## config.mk

```make
export PLATFORM = sky130hd
export DESIGN_NAME = bin_gray_counter_flat
export DESIGN_NICKNAME = d
export VERILOG_FILES = /design/src/rtl/bin_gray_counter_pkg.sv /design/src/rtl/bin_gray_counter_if.sv /design/src/rtl/bin_gray_counter_bin2gray.sv /design/src/rtl/bin_gray_counter.sv /design/src/flat_wrapper.sv
export SDC_FILE = /design/constraint.sdc
export NUM_CORES = 1
export LEC_CHECK = 0
export ABC_AREA = 1
export CELL_PAD_IN_SITES_DETAIL_PLACEMENT = 1
export CELL_PAD_IN_SITES_GLOBAL_PLACEMENT = 2
export CORE_UTILIZATION = 23
export CTS_BUF_LIST = sky130_fd_sc_hd__clkbuf_2
export CTS_CLUSTER_SIZE = 10
export DETAILED_ROUTE_END_ITERATION = 10
export GPL_TIMING_DRIVEN = 0
export PLACE_DENSITY_LB_ADDON = 0.1
export REMOVE_ABC_BUFFERS = 1
export SYNTH_ARGS = -nofsm -noshare
export SYNTH_HDL_FRONTEND = slang
export SYNTH_SLANG_ARGS = --single-unit
```

## constraint.sdc

```tcl
create_clock -name clk -period 2.54 [get_ports clk]
set_input_delay 0.254 -clock clk [delete_from_list [all_inputs] [get_ports clk]]
set_output_delay 0.254 -clock clk [all_outputs]
set_load 0.005 [all_outputs]
```

## src/rtl/bin_gray_counter_pkg.sv

```systemverilog
// rtl/bin_gray_counter_pkg.sv - shared mode encoding and bit-count helper for the Gray counter
package bin_gray_counter_pkg;

  localparam int MAX_W = 16;

  typedef enum logic [1:0] {
    MODE_HOLD = 2'd0,
    MODE_STEP = 2'd1,
    MODE_LOAD = 2'd2
  } mode_e;

  function automatic logic [4:0] popcount16(input logic [MAX_W-1:0] v);
    logic [4:0] n;
    n = '0;
    for (int i = 0; i < MAX_W; i++) begin
      n = n + {4'd0, v[i]};
    end
    return n;
  endfunction

endpackage

```

## src/rtl/bin_gray_counter_if.sv

```systemverilog
// rtl/bin_gray_counter_if.sv - control and count bundle between a driver and the Gray counter
interface bin_gray_counter_if #(
  parameter int W = 4
);
  logic         en;
  logic         up;
  logic         load;
  logic [W-1:0] load_bin;
  logic [W-1:0] bin;
  logic [W-1:0] gray;
  logic         tc;
  logic         step_err;

  modport master (
    output en, up, load, load_bin,
    input  bin, gray, tc, step_err
  );

  modport slave (
    input  en, up, load, load_bin,
    output bin, gray, tc, step_err
  );
endinterface

```

## src/rtl/bin_gray_counter_bin2gray.sv

```systemverilog
// rtl/bin_gray_counter_bin2gray.sv - combinational binary to Gray encoder
module bin2gray_comb #(
  parameter int W = 4
) (
  input  logic [W-1:0] i_bin,
  output logic [W-1:0] o_gray
);
  assign o_gray = i_bin ^ (i_bin >> 1);
endmodule

```

## src/rtl/bin_gray_counter.sv

```systemverilog
// rtl/bin_gray_counter.sv - registered binary/Gray up/down counter with load, wrap pulse and step checker
module bin_gray_counter
  import bin_gray_counter_pkg::*;
#(
  parameter int           W       = 4,
  parameter logic [W-1:0] RST_VAL = '0
) (
  input  logic                clk,
  input  logic                rst_n,
  bin_gray_counter_if.slave   bus
);
  localparam logic [W-1:0] ONE      = {{(W-1){1'b0}}, 1'b1};
  localparam logic [W-1:0] RST_GRAY = RST_VAL ^ (RST_VAL >> 1);

  logic [W-1:0] r_bin;
  logic [W-1:0] r_gray;
  logic         r_tc;
  logic         r_step_err;

  logic [W-1:0] w_bin_nxt;
  logic [W-1:0] w_gray_nxt;
  logic [W-1:0] w_gray_load;
  logic         w_wrap;
  logic         w_step_bad;
  mode_e        w_mode;

  assign w_bin_nxt = bus.up ? (r_bin + ONE) : (r_bin - ONE);
  assign w_wrap    = bus.up ? (r_bin == {W{1'b1}}) : (r_bin == '0);

  // Gray of the next value, so bin and gray always land in the same cycle
  bin2gray_comb #(.W(W)) u_b2g_step (.i_bin(w_bin_nxt),    .o_gray(w_gray_nxt));
  bin2gray_comb #(.W(W)) u_b2g_load (.i_bin(bus.load_bin), .o_gray(w_gray_load));

  assign w_step_bad = (popcount16(MAX_W'(w_gray_nxt ^ r_gray)) != 5'd1);

  always_comb begin
    w_mode = MODE_HOLD;
    if (bus.load) begin
      w_mode = MODE_LOAD;
    end else if (bus.en) begin
      w_mode = MODE_STEP;
    end
  end

  always_ff @(posedge clk) begin
    if (!rst_n) begin
      r_bin      <= RST_VAL;
      r_gray     <= RST_GRAY;
      r_tc       <= 1'b0;
      r_step_err <= 1'b0;
    end else begin
      case (w_mode)
        MODE_LOAD: begin
          r_bin  <= bus.load_bin;
          r_gray <= w_gray_load;
          r_tc   <= 1'b0;
        end
        MODE_STEP: begin
          r_bin      <= w_bin_nxt;
          r_gray     <= w_gray_nxt;
          r_tc       <= w_wrap;
          r_step_err <= r_step_err | w_step_bad;
        end
        default: begin
          r_tc <= 1'b0;
        end
      endcase
    end
  end

  assign bus.bin      = r_bin;
  assign bus.gray     = r_gray;
  assign bus.tc       = r_tc;
  assign bus.step_err = r_step_err;
endmodule

```

## src/flat_wrapper.sv

```systemverilog
// flat-port wrapper written by rule: the top's interface ports become plain ports
module bin_gray_counter_flat import bin_gray_counter_pkg::*;
#(
  parameter int           W       = 4,
  parameter logic [W-1:0] RST_VAL = '0
)
  (clk, rst_n, bus_en, bus_up, bus_load, bus_load_bin, bus_bin, bus_gray, bus_tc, bus_step_err);
  bin_gray_counter_if #(.W(W)) bus_i ();
  input  logic clk;
  input  logic rst_n;
  input wire logic [$bits(bus_i.en)-1:0] bus_en;
  input wire logic [$bits(bus_i.up)-1:0] bus_up;
  input wire logic [$bits(bus_i.load)-1:0] bus_load;
  input wire logic [$bits(bus_i.load_bin)-1:0] bus_load_bin;
  output wire logic [$bits(bus_i.bin)-1:0] bus_bin;
  output wire logic [$bits(bus_i.gray)-1:0] bus_gray;
  output wire logic [$bits(bus_i.tc)-1:0] bus_tc;
  output wire logic [$bits(bus_i.step_err)-1:0] bus_step_err;
  assign bus_i.en = bus_en;
  assign bus_i.up = bus_up;
  assign bus_i.load = bus_load;
  assign bus_i.load_bin = bus_load_bin;
  assign bus_bin = bus_i.bin;
  assign bus_gray = bus_i.gray;
  assign bus_tc = bus_i.tc;
  assign bus_step_err = bus_i.step_err;
  bin_gray_counter #(.W(W), .RST_VAL(RST_VAL)) u_core (.clk(clk), .rst_n(rst_n), .bus(bus_i));
endmodule
```

Word level (Yosys, flattened, before mapping)
Cells that the tools add are included.
- reduce and logical (&&, ||, !) cells: 3
- eq/ne operators: 4
- bitwise operators: 4
- multiplexer cells: 6
- add/subtract/negate cells: 17
- operator list (kind ; number):
    5-bit by 1-bit adder with 5-bit output, second input constant ; 12
    4-bit one-hot mux with 2 select lines ; 2
    5-bit by 1-bit adder with 5-bit output ; 2
    4-bit by 3-bit bitwise XOR with 4-bit output ; 2
    5-bit by 1-bit != test with 1-bit output, second input constant ; 1
    4-bit by 1-bit adder with 4-bit output, second input constant ; 1
    4-bit equality test, second input constant ; 1
    4-bit zero test ; 1
    4-bit two-way mux ; 1
    4-bit by 1-bit subtractor with 4-bit output, second input constant ; 1
    4-bit bitwise XOR ; 1
    1-bit by 1-bit adder with 2-bit output ; 1
    2-bit by 1-bit equality test with 1-bit output, second input constant ; 1
    2-bit equality test, second input constant ; 1
    1-bit two-way mux ; 2
    2-bit two-way mux ; 1
    2-bit AND reduction ; 1
    2-bit nonzero test ; 1
    1-bit bitwise OR ; 1
- bits in registers: 10

Longest topological paths before layout
- depth in word-level cells: 21
- mapped depth: 16
- depth with buffers taken out: 16

Modules after synthesis
From an unflattened synthesis, not the netlist that was laid out.
- cell total of the unflattened synthesis: 128
- area total of the unflattened synthesis: 840.8 µm²
- modules (own cells, without submodules) (module ; instances ; cells each ; sequential area each (µm²) ; area an instance (µm²)):
    bin_gray_counter ; 1 ; 100 ; 200.2 ; 728.2
    bin2gray_comb ; 2 ; 14 ; 0.0 ; 56.3

Worst setup path after synthesis
Ideal clock, no wire load.
- path kind: flip-flop to flip-flop
- start point: reg u_core.r_bin[0], in the netlist u_core.bus.bin[0]
- end point: reg u_core.r_step_err, in the netlist u_core.bus.step_err
- path slack: -0.318 ns
- cell stages (with the launch flop): 15
- period minus slack after synthesis: 2.858 ns
- arrival: 2.735 ns
- required time: 2.417 ns
- path through: dfxtp_1 -> inv_1 -> fa_1 -> xnor2_2 -> xor2_1 -> nand2_1 -> nand2_1 -> inv_1 -> ha_1 -> inv_1 -> fa_1 -> inv_1 -> ha_1 -> nor3_1 -> o21ai_0
- cells in the longest elaborated chain, start to end: 21
- elaborated cells between the ends (all ways): 22
- those cells by class: 17 x add/sub; 1 x eq/ne; 1 x mux; 3 x bitwise
- RTL lines (what ; RTL line ; RTL):
    start, declared ; bin_gray_counter.sv:15 ; logic [W-1:0] r_bin;
    start signal, assigned ; bin_gray_counter.sv:54 ; r_bin <= bus.load_bin;
    start signal, assigned ; bin_gray_counter.sv:59 ; r_bin <= w_bin_nxt;
    4-bit by 1-bit subtractor with 4-bit output or 4-bit by 1-bit adder with 4-bit output (tied branches) ; bin_gray_counter.sv:27 ; assign w_bin_nxt = bus.up ? (r_bin + ONE) : (r_bin - ONE);
    4-bit two-way mux (*) ; bin_gray_counter.sv:27 ;
    4-bit by 3-bit bitwise XOR with 4-bit output (*) ; bin_gray_counter_bin2gray.sv:8 ; assign o_gray = i_bin ^ (i_bin >> 1);
    4-bit bitwise XOR (*) ; bin_gray_counter.sv:34 ; assign w_step_bad = (popcount16(MAX_W'(w_gray_nxt ^ r_gray)) != 5'd1);
    1-bit by 1-bit adder with 2-bit output ; bin_gray_counter_pkg.sv:16 ; n = n + {4'd0, v[i]};
    5-bit by 1-bit adder with 5-bit output ; bin_gray_counter_pkg.sv:16 ;
    5-bit by 1-bit adder with 5-bit output (*) (13 in a row) ; bin_gray_counter_pkg.sv:16 ;
    5-bit by 1-bit != test with 1-bit output (*) ; bin_gray_counter.sv:34 ;
    1-bit bitwise OR (*) ; bin_gray_counter.sv:62 ; r_step_err <= r_step_err | w_step_bad;
    end signal, assigned ; bin_gray_counter.sv:62 ;
    end, declared ; bin_gray_counter.sv:18 ; logic r_step_err;
Every way passes the cells marked *; elsewhere a longest branch is shown, timed or not.
A chain may end at the register's enable or synchronous reset.

Worst setup path after layout
Ends and elaborated chain as after synthesis.

==> flow_metrics.py <==
metrics = {
    "outcome": {
        "outcome": "finished with violations",
        "failed_checks": "DRC, setup timing",
    },
    "floorplanning": {
        "floorplan_die_height_um": 56.80,
        "floorplan.die.width_um": 56.80,
        "design.portCount": 19,
        "fp.dieArea_um2": 3226,
        "placement_rows": 19,
        "core-area_um2": 2805,
        "start_util": 0.2462,
    },
    "placement": {
        "cell_area_after_placement_um2": 902.1,
        "place.detailed.hpwl_um": 1540,
        "port-buffer-count": 18,
        "place_worst_setup_slack_ns": -0.9032,
        "routability_cong": 0.7598,
    },
    "hold_path": {
        "min_from": "u_core.bus.step_err",
        "hold_path_class": "flip-flop to flip-flop",
        "worstHoldPathCells": 2,
        "hold_critical_path_endpoint": "u_core.bus.step_err",
    },
    "layout": {
        "diodes": 0,
        "final-seq-area_um2": 187.7,
        "final.fill_count": 365,
        "design_area_um2": 1008,
        "final_util": 0.3595,
        "final_nets": 138,
        "drive_gt1_frac": 0.2049,
        "multiInputGateArea_um2": 483.0,
        "area.growth.synth_to_final_pct": 46.01,
    },
    "power_and_ir_drop": {
        "seq_power_share": 0.261,
        "p_int_uw": 394.8,
        "vdd.ir_drop.worst_mv": 0.1985,
        "pwr_density_nw_per_um2": 645.7,
        "power.net_switching_uw": 256.4,
        "combinational_group_share_of_total_power": 0.595,
        "p_clk_frac": 0.145,
        "p_sw_frac": 0.3938,
        "power_leakage_nw": 0.4628,
        "tot_pwr_uw": 651.2,
    },
    "logic_synthesis": {
        "synth_top_area_frac": 0.2609,
        "synthDominantAreaCellType": "sky130_fd_sc_hd__dfxtp_1",
        "synthesis.area_um2": 690.7,
        "synthesis.instances": 98,
        "count_of_yosys_warnings_during_synthesis": 0,
        "avgSynthCellArea_um2": 7.048,
        "synth_seq_cells": 9,
        "synth_cell_type_count": 23,
        "yosysSeqAreaShare": 0.2609,
        "synth.area.top_cells": "sky130_fd_sc_hd__dfxtp_1, sky130_fd_sc_hd__inv_1, sky130_fd_sc_hd__nand2_1, sky130_fd_sc_hd__ha_1, sky130_fd_sc_hd__a21oi_1",
    },
    "detailed_routing": {
        "detailroute.via_count": 692,
        "ant_nets": 0,
        "post_drt_wl_per_cell_um": 12.34,
        "drt_drc_violations_left": 4,
        "first_pass_iters": 9,
        "number_of_design_rule_violations_left_by_the_first_detailed_router_iteration": 9,
        "avgViaCountPerCell": 4.523,
        "totalWireLength_um": 1888,
    },
    "clock_network": {
        "insertion_delay_ns": 0.26,
        "cts_tree": "yes",
        "cts_root_buf": "sky130_fd_sc_hd__clkbuf_2",
        "clockBufferDepth": 2,
        "cts.sink_count": 9,
        "cts_buffers": 3,
        "number_of_h_tree_levels": 1,
        "clk_pin_slew_worst_paths_ns": 0.09,
    },
    "global_route": {
        "leftover_overflow_at_the_end_of_global_routing": 0,
        "wire_length_of_the_first_global_routing_pass_um": 3312,
        "maximum_number_of_pins_on_one_net_before_global_route_repair": 8,
        "antenna_found_initial": 0,
        "track_usage": 0.1338,
        "via_count_of_the_first_global_routing_pass": 681,
    },
    "critical_path": {
        "reg2reg_setup_slack_ns": -0.06,
        "cp_num_buf_inv": 4,
        "setup.worst_path.start_class": "flip-flop",
        "critical_path.slowest_cell": "sky130_fd_sc_hd__fa_2",
        "critical_path_cell_list": "inv_4, fa_2, xor2_2, nand2_1, nand2_1, inv_1, ha_1, inv_2, fa_2, inv_2, ha_4, nor3_4, o21ai_1",
        "max_stage_delay_ns": 0.63,
        "worstSetupPathType": "flip-flop to flip-flop",
        "cp_data_arrival_time_ns": 2.75,
        "rr_worst_depth": 13,
        "required_ns": 2.69,
        "end_kind": "flip-flop",
        "worst_r2r_startpoint": "u_core.bus.bin[0]",
        "critical-path-top-delay-family": "adder cells",
        "critical_path.reg2reg.endpoint": "u_core.bus.step_err",
        "critical_path.max_fanout": 4,
    },
    "sta": {
        "rsz_0062_raised_after_global_routing": "true",
        "finalSetupViolations": 1,
        "timing.max_slew.rel_slack": 0.7904,
        "max_slew.worst_pin.slew_ns": 0.3132,
        "hold_viol_final": 0,
        "post-route-period-util": 1.022,
        "clock.fmax_mhz": 385.0,
        "clock_skew_ns": 0.005004,
        "final_critical_path_setup_slack_ns": -0.05712,
        "setup_tns_ns": -0.05712,
        "min_period_ns": 2.597,
        "final_count_of_pins_violating_max_slew": 0,
    },
    "flow_run": {
        "drv.max_cap_violation_count": 0,
    },
}
[final cells by class]
type,count,area share
inverter,20,0.07692
multi-input combinational,68,0.4789
tap,31,0.03846
timing repair buffer,21,0.1998
clock buffer,4,0.01985
sequential,9,0.1861
[worst min-delay path, delay by kind of cell, from the launching register on]
| family | cells | cell delay (ns) |
|---|---|---|
| AOI/OAI and AO/OA | 1 | 0.05 |
| DFF | 1 | 0.32 |
| and+or+nand+nor | 1 | 0.05 |
[synth_stat cells]
cell type	number
sky130_fd_sc_hd__xnor2_1	1
sky130_fd_sc_hd__o211ai_1	1
sky130_fd_sc_hd__ha_1	4
sky130_fd_sc_hd__dfxtp_1	9
sky130_fd_sc_hd__xnor2_2	1
sky130_fd_sc_hd__o22ai_1	3
sky130_fd_sc_hd__or2_2	1
sky130_fd_sc_hd__nand2_2	3
sky130_fd_sc_hd__nor3_1	3
sky130_fd_sc_hd__nand3_1	4
sky130_fd_sc_hd__a211oi_1	1
sky130_fd_sc_hd__nor2_1	6
sky130_fd_sc_hd__o221ai_1	1
sky130_fd_sc_hd__nand2_4	1
sky130_fd_sc_hd__nand3b_1	1
sky130_fd_sc_hd__buf_4	1
sky130_fd_sc_hd__or2_1	1
sky130_fd_sc_hd__fa_1	2
sky130_fd_sc_hd__inv_1	20
sky130_fd_sc_hd__o21ai_0	4
sky130_fd_sc_hd__xor2_1	4
sky130_fd_sc_hd__nand2_1	18
sky130_fd_sc_hd__a21oi_1	8
[power groups by stage]
stage                     clock network [mW]  logic, mW  registers (mW)
after global routing                   0.107      0.441           0.172
final                                 0.0942      0.387           0.170
after floorplan                            0      0.172           0.175
after global placement                     0      0.267           0.175
after CTS                             0.0995      0.344           0.170
after detailed placement                   0      0.270           0.176
[state kept, by name (all words and copies together), names as in the netlist]
register and flops:
u_core.bus.tc 1, u_core.bus.step_err 1, u_core.bus.gray 4, u_core.bus.bin 3
[layer usage]
layer  global-route usage  up-vias  share of wire
li1                     -      357              -
met1               0.1781      317           0.48
met2               0.2160       13           0.45
met3              0.04147        5          0.049
met4              0.02091        0          0.019
met5                    0        -              0
[placed cells by master (no fill, tap or decap), types with 3 or more instances in the layout]
| master | n |
|---|---|
| sky130_fd_sc_hd__nand2_2 | 3 |
| sky130_fd_sc_hd__clkbuf_2 | 4 |
| sky130_fd_sc_hd__inv_1 | 16 |
| sky130_fd_sc_hd__o22ai_1 | 3 |
| sky130_fd_sc_hd__inv_2 | 3 |
| sky130_fd_sc_hd__buf_4 | 3 |
| sky130_fd_sc_hd__clkdlybuf4s50_1 | 17 |
| sky130_fd_sc_hd__nor2_1 | 6 |
| sky130_fd_sc_hd__nand3_1 | 4 |
| sky130_fd_sc_hd__a21oi_1 | 8 |
| sky130_fd_sc_hd__ha_1 | 3 |
| sky130_fd_sc_hd__o21ai_0 | 3 |
| sky130_fd_sc_hd__dfxtp_1 | 7 |
| sky130_fd_sc_hd__nand2_1 | 18 |
[how the worst max path moves through the flow]
stage               slack (ns)         startpoint                   to  cells after the start
detailed placement       -0.90             bus_up  u_core.bus.step_err                     15
global placement         -0.86             bus_up  u_core.bus.step_err                     15
global route             -0.19  u_core.bus.bin[0]  u_core.bus.step_err                     13
finish                   -0.06  u_core.bus.bin[0]  u_core.bus.step_err                     13
floorplan                -0.32  u_core.bus.bin[0]  u_core.bus.step_err                     14
CTS                      -0.13  u_core.bus.bin[1]  u_core.bus.step_err                     14
[kinds of logic after synthesis]
group / after synthesis / synth area share
AO/OA/AOI/OAI: 18 / 0.1486
flip-flops: 9 / 0.2609
adder cells (fa/ha/maj): 6 / 0.1304
AND/OR/NAND/NOR: 38 / 0.2536
buffers and inverters: 21 / 0.1196
XOR/XNOR: 6 / 0.08696
[timing repair]
item                       4_1_cts  5_1_grt
hold endpoints to repair         0        0
gates resized for setup         15        4
hold buffers                     0        0
pin swaps                        9        5
setup endpoints to repair        1        1
setup buffers                    3        0
cloned                           0        0
[stage by stage]
stage	instances	hold slack [ns]
after floorplan	97	0.3487
after global placement	146	0.4369
after detailed placement	146	0.4528
after CTS	153	0.4624
after global routing	153	0.5078
final	153	0.4588
Power figures use the tool's default switching activity.
